==> src/rtl/div_unit_pkg.sv <==
// div_unit_pkg: shared state codes, handshake constants and widths for the divider
package div_unit_pkg;
  localparam int DIV_DATA_W = 32;
  localparam logic RstEnable = 1'b0;
  typedef enum logic [1:0] {
    DivFree   = 2'b00,
    DivByZero = 2'b01,
    DivOn     = 2'b10,
    DivEnd    = 2'b11
  } div_state_e;
  typedef enum logic {DivResultNotReady = 1'b0, DivResultReady = 1'b1} div_ready_e;
  typedef enum logic {DivStop = 1'b0, DivStart = 1'b1} div_start_e;
  typedef enum logic {NoStop = 1'b0, Stop = 1'b1} stall_e;
endpackage

==> src/rtl/div_unit_if.sv <==
// div_unit_if: EX-stage request/result bundle between the pipeline and the divider
interface div_unit_if
  import div_unit_pkg::*;
#(
  parameter int DATA_W = DIV_DATA_W
);
  logic                start_i;
  logic                annul_i;
  logic                signed_div_i;
  logic [DATA_W-1:0]   opdata1_i;
  logic [DATA_W-1:0]   opdata2_i;
  logic [2*DATA_W-1:0] result_o;
  logic                ready_o;
  logic                stallreq_o;
  modport master(
    output start_i, annul_i, signed_div_i, opdata1_i, opdata2_i,
    input  result_o, ready_o, stallreq_o
  );
  modport slave(
    input  start_i, annul_i, signed_div_i, opdata1_i, opdata2_i,
    output result_o, ready_o, stallreq_o
  );
endinterface

==> src/rtl/div_unit_step.sv <==
// div_unit_step: one restoring iteration, shift in a dividend bit and try to subtract
module div_unit_step #(
  parameter int DATA_W = 32
) (
  input  logic [DATA_W-1:0] i_rem,
  input  logic [DATA_W-1:0] i_divisor,
  input  logic              i_bit,
  output logic [DATA_W-1:0] o_rem,
  output logic              o_qbit
);
  logic [DATA_W:0] w_shift;
  logic [DATA_W:0] w_diff;
  // one extra bit keeps the shifted remainder exact for divisors above 2^(DATA_W-1)
  assign w_shift = {i_rem, i_bit};
  assign w_diff  = w_shift - {1'b0, i_divisor};
  assign o_qbit  = ~w_diff[DATA_W];
  assign o_rem   = o_qbit ? w_diff[DATA_W-1:0] : w_shift[DATA_W-1:0];
endmodule

==> src/rtl/div_unit.sv <==
// div_unit: iterative radix-2 restoring DIV/DIVU with pipeline stall request
module div_unit
  import div_unit_pkg::*;
#(
  parameter int DATA_W = DIV_DATA_W
) (
  input logic clk,
  input logic rst,
  div_unit_if.slave bus
);
  localparam int CW = $clog2(DATA_W);
  div_state_e          r_state, w_next;
  logic [CW-1:0]       r_cnt;
  logic [DATA_W-1:0]   r_dvd, r_dvs, r_rem;
  logic [DATA_W-1:0]   w_rem, w_quot, w_abs1, w_abs2;
  logic                r_neg_q, r_neg_r, r_ready;
  logic [2*DATA_W-1:0] r_result;
  logic                w_qbit, w_go, w_last;
  assign w_go   = (bus.start_i == DivStart) && !bus.annul_i;
  assign w_last = r_cnt == CW'(DATA_W - 1);
  assign w_abs1 = bus.signed_div_i && bus.opdata1_i[DATA_W-1] ? -bus.opdata1_i : bus.opdata1_i;
  assign w_abs2 = bus.signed_div_i && bus.opdata2_i[DATA_W-1] ? -bus.opdata2_i : bus.opdata2_i;
  // the dividend register shifts out its bits while quotient bits shift in behind them
  assign w_quot = {r_dvd[DATA_W-2:0], w_qbit};
  div_unit_step #(.DATA_W(DATA_W)) u_step (
    .i_rem    (r_rem),
    .i_divisor(r_dvs),
    .i_bit    (r_dvd[DATA_W-1]),
    .o_rem    (w_rem),
    .o_qbit   (w_qbit)
  );
  always_comb begin
    w_next = r_state;
    case (r_state)
      DivFree:   w_next = w_go ? (bus.opdata2_i == '0 ? DivByZero : DivOn) : DivFree;
      DivByZero: w_next = bus.annul_i ? DivFree : DivEnd;
      DivOn:     w_next = bus.annul_i ? DivFree : (w_last ? DivEnd : DivOn);
      default:   w_next = DivFree;
    endcase
  end
  always_ff @(posedge clk) begin
    if (rst == RstEnable) begin
      r_state  <= DivFree;
      r_cnt    <= '0;
      r_result <= '0;
      r_ready  <= DivResultNotReady;
    end else begin
      r_state <= w_next;
      r_ready <= w_next == DivEnd ? DivResultReady : DivResultNotReady;
      if (r_state == DivFree && w_next == DivOn) begin
        r_dvd   <= w_abs1;
        r_dvs   <= w_abs2;
        r_rem   <= '0;
        r_cnt   <= '0;
        r_neg_q <= bus.signed_div_i && (bus.opdata1_i[DATA_W-1] ^ bus.opdata2_i[DATA_W-1]);
        r_neg_r <= bus.signed_div_i && bus.opdata1_i[DATA_W-1];
      end
      if (r_state == DivOn) begin
        r_dvd <= w_quot;
        r_rem <= w_rem;
        r_cnt <= r_cnt + 1'b1;
      end
      if (r_state == DivByZero && w_next == DivEnd) r_result <= '0;
      if (r_state == DivOn && w_next == DivEnd)
        r_result <= {r_neg_r ? -w_rem : w_rem, r_neg_q ? -w_quot : w_quot};
    end
  end
  assign bus.result_o   = r_result;
  assign bus.ready_o    = r_ready;
  assign bus.stallreq_o = w_go && r_state != DivEnd ? Stop : NoStop;
endmodule
==> src/flat_wrapper.sv <==
// flat-port wrapper written by rule: the top's interface ports become plain ports
module div_unit_flat import div_unit_pkg::*;
#(
  parameter int DATA_W = DIV_DATA_W
)
  (clk, rst, bus_start_i, bus_annul_i, bus_signed_div_i, bus_opdata1_i, bus_opdata2_i, bus_result_o, bus_ready_o, bus_stallreq_o);
  div_unit_if #(.DATA_W(DATA_W)) bus_i ();
  input logic clk;
  input logic rst;
  input wire logic [$bits(bus_i.start_i)-1:0] bus_start_i;
  input wire logic [$bits(bus_i.annul_i)-1:0] bus_annul_i;
  input wire logic [$bits(bus_i.signed_div_i)-1:0] bus_signed_div_i;
  input wire logic [$bits(bus_i.opdata1_i)-1:0] bus_opdata1_i;
  input wire logic [$bits(bus_i.opdata2_i)-1:0] bus_opdata2_i;
  output wire logic [$bits(bus_i.result_o)-1:0] bus_result_o;
  output wire logic [$bits(bus_i.ready_o)-1:0] bus_ready_o;
  output wire logic [$bits(bus_i.stallreq_o)-1:0] bus_stallreq_o;
  assign bus_i.start_i = bus_start_i;
  assign bus_i.annul_i = bus_annul_i;
  assign bus_i.signed_div_i = bus_signed_div_i;
  assign bus_i.opdata1_i = bus_opdata1_i;
  assign bus_i.opdata2_i = bus_opdata2_i;
  assign bus_result_o = bus_i.result_o;
  assign bus_ready_o = bus_i.ready_o;
  assign bus_stallreq_o = bus_i.stallreq_o;
  div_unit #(.DATA_W(DATA_W)) u_core (.clk(clk), .rst(rst), .bus(bus_i));
endmodule
==> config.mk <==
export PLATFORM = sky130hd
export DESIGN_NAME = div_unit_flat
export DESIGN_NICKNAME = d
export VERILOG_FILES = /design/src/rtl/div_unit_pkg.sv /design/src/rtl/div_unit_if.sv /design/src/rtl/div_unit_step.sv /design/src/rtl/div_unit.sv /design/src/flat_wrapper.sv
export SDC_FILE = /design/constraint.sdc
export NUM_CORES = 1
export LEC_CHECK = 0
export CAP_MARGIN = 15
export CORE_MARGIN = 4
export CORE_UTILIZATION = 40
export DETAILED_ROUTE_END_ITERATION = 7
export HOLD_SLACK_MARGIN = 0.05
export SLEW_MARGIN = 40
export SYNTH_ARGS = -nofsm -noshare
export SYNTH_HDL_FRONTEND = slang
export SYNTH_SLANG_ARGS = --single-unit
export TNS_END_PERCENT = 5
==> constraint.sdc <==
create_clock -name clk -period 5.1 [get_ports clk]
set_input_delay 1.02 -clock clk [delete_from_list [all_inputs] [get_ports clk]]
set_output_delay 1.02 -clock clk [all_outputs]
set_load 0.02 [all_outputs]
* After elaboration in Yosys (flattened, before gate mapping) *
Cells that the tools add are included.

operators by class
  div/mod/pow operators = 0
  $lt $le $gt $ge = 0
  mux-type cells = 21
  reductions and logical operators = 15
  multipliers = 0
  shift operators = 0
  equality and inequality tests = 6
  bitwise logic cells = 2
  $add $sub $neg = 6

operators with widths
  operator               count
  $mux W32               9
  $mux W64               2
  $neg A32 Y32           4
  $sub A33 B32 Y33       1
  $logic_not A32 Y1      1
  $mux W5                2
  $logic_and A1 B1 Y1    8
  $mux W2                4
  $eq A2 B2 Y1 const B   3
  $pmux W2 S3            1
  $add A5 B1 Y5 const B  1
  $eq A5 B5 Y1 const B   1
  $reduce_and A2 Y1      2
  $reduce_bool A2 Y1     2
  $mux W1                3
  $eq A2 B1 Y1 const B   1
  $logic_not A2 Y1       1
  $ne A2 B2 Y1 const B   1
  $logic_not A1 Y1       1
  $not A1 Y1             1
  $xor A1 B1 Y1          1

word-level totals
  bits in latches = 0
  register bits = 170
  memories = 0
  memory bits (writable) = 0
  input port bits = 69
  bits in read-only memories = 0

* Longest topological paths before layout *
Gate-level depths: netlist of run 1.

  depth after elaboration = 8
  mapped depth = 24

* Modules after synthesis *
A second synthesis of run 1 with hierarchy kept.

second synthesis, totals
  cell total of the unflattened synthesis = 1202
  area total of the unflattened synthesis = 11184.5 um^2

by module, submodules not included
  module         seq. area each (um^2)  area an instance (um^2)  instances  cells an instance
  div_unit       4384.2                 8826.0                   1          897
  div_unit_step  0.0                    2358.5                   1          305

* Worst setup path before layout of run 1 *
OpenSTA, ideal clock, no wires.

  path type = input-to-reg
  start point = in bus_opdata2_i[0]
  end point = reg u_core.r_dvd[0] (enable)
  path slack = -342 ps
  stages = 11
  path buffers = 0
  data arrival time = 4956 ps
  library setup time = 486 ps
  data required time = 4614 ps
  cells stage by stage = inv_1 > ha_1 > nand2_1 > nor3_1 > and2_1 > nand2_1 > nor3_1 > and3b_1 > nand2b_1 > and2_1 > nor2_1

on the way
  longest elaborated chain between the ends = 8

RTL lines
  item                                 line                source
  from (decl)                          flat_wrapper.sv:14  input wire logic [$bits(bus_i.opdata2_i)-1:0] bus_opdata2_i;
  $logic_not A32 Y1                    div_unit.sv:35      DivFree: w_next = w_go ? (bus.opdata2_i == '0 ? DivByZero : DivOn) : DivFree;
  $mux W2 (2 in a row)                 div_unit.sv:35
  $pmux W2 S3                          div_unit.sv:34      case (r_state)
  $eq A2 B2 Y1                         div_unit.sv:50      if (r_state == DivFree && w_next == DivOn) begin
  $logic_and A1 B1 Y1                  div_unit.sv:50
  $reduce_bool A2 Y1 (no source line)  -
  $reduce_and A2 Y1 (no source line)   -
  to (signal assigned)                 div_unit.sv:51      r_dvd <= w_abs1;
  to (signal assigned)                 div_unit.sv:59      r_dvd <= w_quot;
  to (decl)                            div_unit.sv:14      logic [DATA_W-1:0] r_dvd, r_dvs, r_rem;

No other way between the ends.
A chain may end at the register's enable or synchronous reset.

* Final worst setup path of run 1 *
  start point = reg u_core.r_dvd[31]
  end point = reg u_core.r_result[56], in the netlist u_core.bus.result_o[56]

on the way
  longest elaborated chain between the ends = 5

RTL lines
  item                  line                 source
  $sub A33 B32 Y33      div_unit_step.sv:15  assign w_diff = w_shift - {1'b0, i_divisor};
  $mux W32 (*)          div_unit_step.sv:17  assign o_rem = o_qbit ? w_diff[DATA_W-1:0] : w_shift[DATA_W-1:0];
  $neg A32 Y32          div_unit.sv:65       r_result <= {r_neg_r ? -w_rem : w_rem, r_neg_q ? -w_quot : w_quot};
  $mux W32 (*)          div_unit.sv:65
  $mux W64 (*)          div_unit.sv:64       if (r_state == DivOn && w_next == DivEnd)
  to (signal assigned)  div_unit.sv:65
  to (decl)             div_unit.sv:17       logic [2*DATA_W-1:0] r_result;

Every way passes the cells marked *; elsewhere a longest branch is shown, timed or not.

==> summary.md, run 1 <==
| Metric | Value |
|---|---|
| Port Buffers | 134 |
| Ranking of synthesized cells by area | edfxtp_1 25%, dfxtp_1 12%, xnor2_1 5.6% |
| Crit-path max cell delay | 0.46 ns |
| Die height | 179 µm |
| Synth top cells by count | 164 x nand2_1, 136 x nor2_1, 117 x o21ai_0, 98 x edfxtp_1, 89 x a21oi_1 |
| CTS sink count | 170 |
| Via Count | 10400 |
| Placed cell count | 1845 |
| Peak supply drop | 0.179 mV |
| P per Cell Area | 251 nW/µm² |
| Remaining Overflow, GRT | 0 |
| Crit Path Max Fanout | 6 |
| Clock Root Buffer | clkbuf_16 |
| Post-Synthesis Cell Area | 11700 µm² |
| Area leader, netlist | edfxtp_1 |
| Endpoint class of the critical path | register |
| Post-DRT Antenna Nets | 0 |
| Row Count | 62 |
| HPWL after detailed placement | 25.8 mm |
| Max cap viols | 0 |
| Core ar. | 28800 µm² |
| TritonCTS Buffers | 17 |
| Final hold violations | 0 |
| YS warnings | 0 |
| Slew @ Worst Pin | 0.723 ns |
| Iter 0 DRT Violations | 796 |
| Slew HR | 0.518 |
| Worst-Skew Late Latency | 0.44 ns |
| Largest delay share family, worst path | compound AO/OA/AOI/OAI gates |
| Syn_area_per_cell | 8.53 µm² |
| Hold Crit Class | register to register |
| Fmax | 213 MHz |
| Layout cells sized above 1 | 0.0623 |
| Cell Chain, Critical Path | inv_1 -> ha_1 -> fa_1 -> nand2b_1 -> a21oi_1 -> o21ai_2 -> a211oi_4 -> o21a_2 -> nor2_8 -> inv_2 -> nor2_1 -> a21oi_1 -> ha_1 -> nand2_1 -> or4_1 -> nor3_1 -> mux2i_2 -> nor4_4 -> a21o_1 -> xnor2_1 -> o21ai_1 |
| Hold_buf cts | 0 |
| Flop2flop setup slack | 0.40 ns |
| Average wire per standard cell | 18.3 µm |
| Final cell count without fillers | 1877 |
| RSZ-0062 raised after global routing | no |
| CTS H-tree lvls | 4 |
| Crit-path slowest cell | or4_1 |
| DRT Wirelength | 34.3 mm |
| WS Path Type | register to register |
| Sink of the worst hold path | u_core.bus.result_o[63]$_SDFFE_PN0P_ |
| Nets | 1588 |
| Share of flip-flops with an asynchronous set or reset | 0 |
| Deepest clock path buffer count | 2 |
| Leakage power | 5.04 nW |
| CP arrival | 5.01 ns |
| Fin Hold WS | 0.447 ns |
| Min cycle time layout | 4.70 ns |
| Startpoint types | register |
| Vias per cell | 5.56 |
| Synth top area share | 0.252 |
| Post-route clock period utilization | 0.922 |
| Ant diodes | 0 |
| Pin count of the biggest net entering global routing | 65 |
| Setup violations, final | 0 |
| # IOs | 135 |
| Worst setup path startpoint | u_core.r_dvd[31]$_DFFE_PP_ |
| Hold Crit Depth | 2 |
| Clock slew at reported path FFs | 0.07 ns |
| CTS tree | done |
| Cells on worst reg2reg path | 21 |
| Buf/Inv on CP | 2 |
| Seq cells post-synth | 170 |
| Worst hold start | u_core.bus.result_o[63]$_SDFFE_PN0P_ |
| Syn_nets | 1476 |
| RD Place Congestion | 0.943 |
| Final TNS setup | 0 ns |
| DRC viols | 0 |
| Status | complete, no violations |
| Die Wd | 179 µm |
| Netlist cell types | 91 |
| Vias in the first global route | 9899 |
| Sequential area share after synthesis | 0.376 |
| Count leader, synth | nand2_1 |
| Starting Density | 0.406 |
| Reg2reg end | u_core.bus.result_o[56]$_SDFFE_PN0P_ |
| Number of flops mapped to enable cells by yosys | 98 |
| Post-synthesis instance total | 1368 |
| R2r startpoint | u_core.r_dvd[31]$_DFFE_PP_ |
| Layout overhead on the synthesized area | 19.9% |
| Critical Path RT | 5.41 ns |
| Router iterations before antenna repair | 5 |
| Final Skew | 0.0176 ns |
| Final Util | 0.486 |
| Ys flop type | edfxtp_1 |
| Initial antenna violation count | 0 |
| Die ar. | 32000 µm² |
| GR Util All Layers | 0.211 |
| Fin. max-slew vios | 0 |
| First-pass GRT wire length | 53.1 mm |
[worst reg2reg max path, delay by kind of cell, from the launching register on]
family          cells  cell delay, ns
compound gates      7            1.43
simple gates        7            1.42
fa+ha+maj           3            0.85
flops               1            0.38
mux                 1            0.22
buf+inv             2            0.16
xor+xnor            1            0.11
[routing by layer]
| metal | vias to the layer above | share of wire | global-route usage |
|---|---|---|---|
| met5 | - | 0 | 0 |
| met4 | 0 | 0.021 | 0.0576 |
| met3 | 42 | 0.046 | 0.0331 |
| met2 | 293 | 0.47 | 0.349 |
| met1 | 4933 | 0.46 | 0.288 |
| li1 | 5162 | - | - |
[flip-flops by register name, indices dropped and copies added, names as in the netlist]
signal,flops
u_core.r_cnt,5
u_core.bus.result_o,64
u_core.r_neg_q,1
u_core.r_rem,32
u_core.r_neg_r,1
u_core.r_dvs,32
u_core.r_state,2
u_core.bus.ready_o,1
u_core.r_dvd,32
[how the worst max path moves through the flow]
stage / to / slack (ns) / cells after the start
CTS: u_core.bus.result_o[56]$_SDFFE_PN0P_ / 0.37 / 21
detailed placement: u_core.bus.result_o[56]$_SDFFE_PN0P_ / 0.43 / 21
finish: u_core.bus.result_o[56]$_SDFFE_PN0P_ / 0.40 / 21
global placement: u_core.r_rem[0]$_SDFFCE_PN0P_ / 0.48 / 12
floorplan: u_core.bus.result_o[62]$_SDFFE_PN0P_ / 0.43 / 24
global route: u_core.bus.result_o[60]$_SDFFE_PN0P_ / 0.06 / 21
[final cells by class]
cell class	instances	area (µm²)
Clock buffer	19	454
Clock inverter	13	106
Fill cell	2809	14800
Inverter	56	210
Multi-Input combinational cell	1076	6810
Sequential cell	170	4380
Tap cell	384	480
Timing Repair Buffer	159	1550
[where the power goes]
| group | switching (W) | internal, W | total, W |
|---|---|---|---|
| logic | 0.000425 | 0.000278 | 0.000703 |
| registers | 0.0000378 | 0.00150 | 0.00154 |
| clock network | 0.000601 | 0.000666 | 0.00127 |
| total | 0.00106 | 0.00245 | 0.00351 |
[cells in the final DEF (no fill, tap or decap), drive strengths merged, types with 23 or more instances in the layout]
cell type,count
a22oi,27
nor2,137
dfxtp,72
mux2i,23
buf,25
clkdlybuf4s50,134
nor3,40
edfxtp,98
nand2,165
o31ai,24
ha,38
a21oi,92
o21ai,137
xnor2,75
xor2,63
inv,62
and2,24
[cells by family (layout without fill, tap and decap cells)]
group	after synthesis	count (layout)	synth area share
buffers and inverters	122	247	0.0434
DFF	170	170	0.376
xor gates and xnor gates	138	138	0.104
AOI/OAI and AO/OA	385	385	0.213
muxes	24	24	0.0210
and+or+nand+nor	490	490	0.201
adders and majority gates	39	39	0.0424
[timing repair]
item,in CTS,in global routing
endpoints found under the setup margin,0,2
hold endpoints to repair,0,0
setup buffers,0,0
resized for setup,0,1
[through the flow]
step           power, W  instance area (µm²)  setup WS [ns]
6_report        0.00351                14000          0.398
5_1_grt         0.00367                14000         0.0586
4_1_cts         0.00354                14000          0.370
3_5_place_dp    0.00227                13400          0.432
3_3_place_gp    0.00226                13400          0.479
2_1_floorplan   0.00204                11700          0.429
No activity file was read; power rests on OpenSTA's default activity.
==> run 2: changes to the inputs <==
--- a/config.mk
+++ b/config.mk
@@ -8,7 +8,9 @@
 export CAP_MARGIN = 15
 export CORE_MARGIN = 4
 export CORE_UTILIZATION = 40
+export CTS_BUF_LIST = sky130_fd_sc_hd__clkbuf_2 sky130_fd_sc_hd__clkbuf_4 sky130_fd_sc_hd__clkbuf_8
 export DETAILED_ROUTE_END_ITERATION = 7
+export GPL_TIMING_DRIVEN = 0
 export HOLD_SLACK_MARGIN = 0.05
 export SLEW_MARGIN = 40
 export SYNTH_ARGS = -nofsm -noshare
==> summary.md, run 2 (synthesized netlist as in run 1, its figures left out) <==
| Metric | Value |
|---|---|
| Critical Path RT | 5.45 ns |
| Fmax | 209 MHz |
| Iter 0 DRT Violations | 846 |
| Average wire per standard cell | 18.6 µm |
| Ant diodes | 0 |
| Final hold violations | 0 |
| CTS sink count | 170 |
| First-pass GRT wire length | 56.8 mm |
| Initial antenna violation count | 0 |
| Max reg flops | 64 |
| CTS tree | done |
| GR Util All Layers | 0.226 |
| Sequential share of power | 0.476 |
| Combinational share of power | 0.233 |
| RSZ-0062 raised after global routing | no |
| Clock Root Buffer | clkbuf_8 |
| Remaining Overflow, GRT | 0 |
| Slew HR | 0.518 |
| Via Count | 10800 |
| Leakage power | 5.10 nW |
| Switching power | 0.00107 W |
| P per Cell Area | 227 nW/µm² |
| Peak supply drop | 0.163 mV |
| DRC viols | 0 |
| Slack of the critical path | 0.323 ns |
| Cell Chain, Critical Path | ha_1 -> nand2_1 -> a211oi_4 -> o21ai_4 -> a211oi_4 -> o21a_2 -> nor2_8 -> inv_2 -> buf_8 -> nor2_1 -> a21oi_2 -> ha_4 -> nand2_1 -> or4_4 -> nor3_2 -> a311oi_1 -> a221o_2 -> a2111oi_4 -> xnor2_1 -> o21ai_1 |
| Cell internal pwr | 0.00216 W |
| Commonest non-fill, non-tap cell in the layout | nand2_1 |
| Design area | 14200 µm² |
| Max cap viols | 0 |
| RD Place Congestion | 0.908 |
| Fin Hold WS | 0.450 ns |
| Status | complete, no violations |
| Die Wd | 179 µm |
| Post-route clock period utilization | 0.937 |
| Flop2flop setup slack | 0.32 ns |
| Fin. max-slew vios | 0 |
| Layout overhead on the synthesized area | 22.0% |
| TritonCTS Buffers | 17 |
| CP arrival | 5.13 ns |
| Hold Crit Class | register to register |
| Crit Path Max Fanout | 20 |
| Min cycle time layout | 4.78 ns |
| Vias per cell | 5.59 |
| Starting Density | 0.406 |
| Clock network power share | 0.291 |
| Vias in the first global route | 10400 |
| Post-DRT Antenna Nets | 0 |
| Crit-path max cell delay | 0.54 ns |
| Endpoint class of the critical path | register |
| Worst-Skew Late Latency | 0.48 ns |
| DRT Wirelength | 36.2 mm |
| Final Skew | 0.0221 ns |
| Switching share of power | 0.332 |
| Deepest clock path buffer count | 2 |
| Crit-path slowest cell | edfxtp_1 |
| Pin count of the biggest net entering global routing | 22 |
| Hold Crit Depth | 2 |
| # IOs | 135 |
| Nets | 1650 |
| Port Buffers | 134 |
| Setup WS pre-CTS | -1.24 ns |
| Core ar. | 28800 µm² |
| Hold_buf cts | 0 |
| WS Path Type | register to register |
| Layout cells sized above 1 | 0.0855 |
| Router iterations before antenna repair | 7 |
| Tot Pwr | 0.00323 W |
| CTS H-tree lvls | 4 |
| Row Count | 62 |
| Setup violations, final | 0 |
| Startpoint types | register |
| Die ar. | 32000 µm² |
| HPWL after detailed placement | 28.6 mm |
| Clock slew at reported path FFs | 0.10 ns |
| Commonest non-fill, non-tap cells in the layout | 164 x nand2_1, 134 x nor2_1, 134 x clkdlybuf4s50_1 |
| Die height | 179 µm |
| Slew @ Worst Pin | 0.724 ns |
| Filler cells | 2851 |
| Cells on worst reg2reg path | 20 |
| Dpl cell area | 13600 µm² |
-- run 2: cell count changes in the layout (fill, tap and decap cells not counted), sizes merged --
cell      change
clkbuf       +40
buf          +20
clkinvlp      +2
-- run 2: what timing repair did --
action,CTS,global route
endpoints found under the setup margin,22,15
cloned,0,0
pin swaps,7,8
resized for setup,27,16
buffers inserted,10,12
-- run 2: routing by layer --
layer / wire, µm / vias to the layer above / GRT usage
met1: 16700 / 5197 / 0.319
li1: - / 5282 / -
met4: 834 / 0 / 0.0598
met5: 0 / - / 0
met2: 16600 / 322 / 0.362
met3: 2050 / 41 / 0.0350
-- run 2: power by group through the flow --
stage	combinational, W	sequential (W)	clock [W]
finish	0.000752	0.00154	0.000941
global route	0.000833	0.00155	0.00101
CTS	0.000741	0.00154	0.000958
detailed placement	0.000712	0.00157	0
global placement	0.000699	0.00158	0
floorplan	0.000477	0.00156	0
-- run 2: layout make-up --
type / count / area (µm²) / area share
Inverter: 56 / 210 / 0.0148
Multi-Input combinational cell: 1076 / 6950 / 0.488
Clock buffer: 17 / 234 / 0.0164
Clock inverter: 15 / 129 / 0.00905
Tap cell: 384 / 480 / 0.0337
Sequential cell: 170 / 4380 / 0.308
Buffer: 61 / 290 / 0.0204
Timing Repair Buffer: 160 / 1570 / 0.110
-- run 2: path summary, 6_finish.rpt --
check	from	to
setup / recovery	u_core.r_rem[7]$_SDFFCE_PN0P_	u_core.bus.result_o[62]$_SDFFE_PN0P_
hold / removal	u_core.bus.result_o[62]$_SDFFE_PN0P_	u_core.bus.result_o[62]$_SDFFE_PN0P_
setup reg to reg	u_core.r_rem[7]$_SDFFCE_PN0P_	u_core.bus.result_o[62]$_SDFFE_PN0P_
hold reg to reg	u_core.bus.result_o[62]$_SDFFE_PN0P_	u_core.bus.result_o[62]$_SDFFE_PN0P_
-- run 2: per-stage QoR --
step | std cells | util | setup TNS, ns
after floorplan | 1368 | - | 0
after global routing | 1939 | 0.495 | 0
after global placement | 1886 | 0.469 | -110.15
final | 1939 | 0.495 | 0
after CTS | 1930 | 0.491 | 0
after detailed placement | 1890 | 0.471 | -16.22
-- run 2: critical path: cells and delay by family (launching register included) --
kind	cells	cell delay, ns
AOI/OAI and AO/OA	9	2.07
and+or+nand+nor	6	0.89
adders and majority gates	2	0.63
DFF	1	0.54
buffers and inverters	2	0.35
xor gates and xnor gates	1	0.18
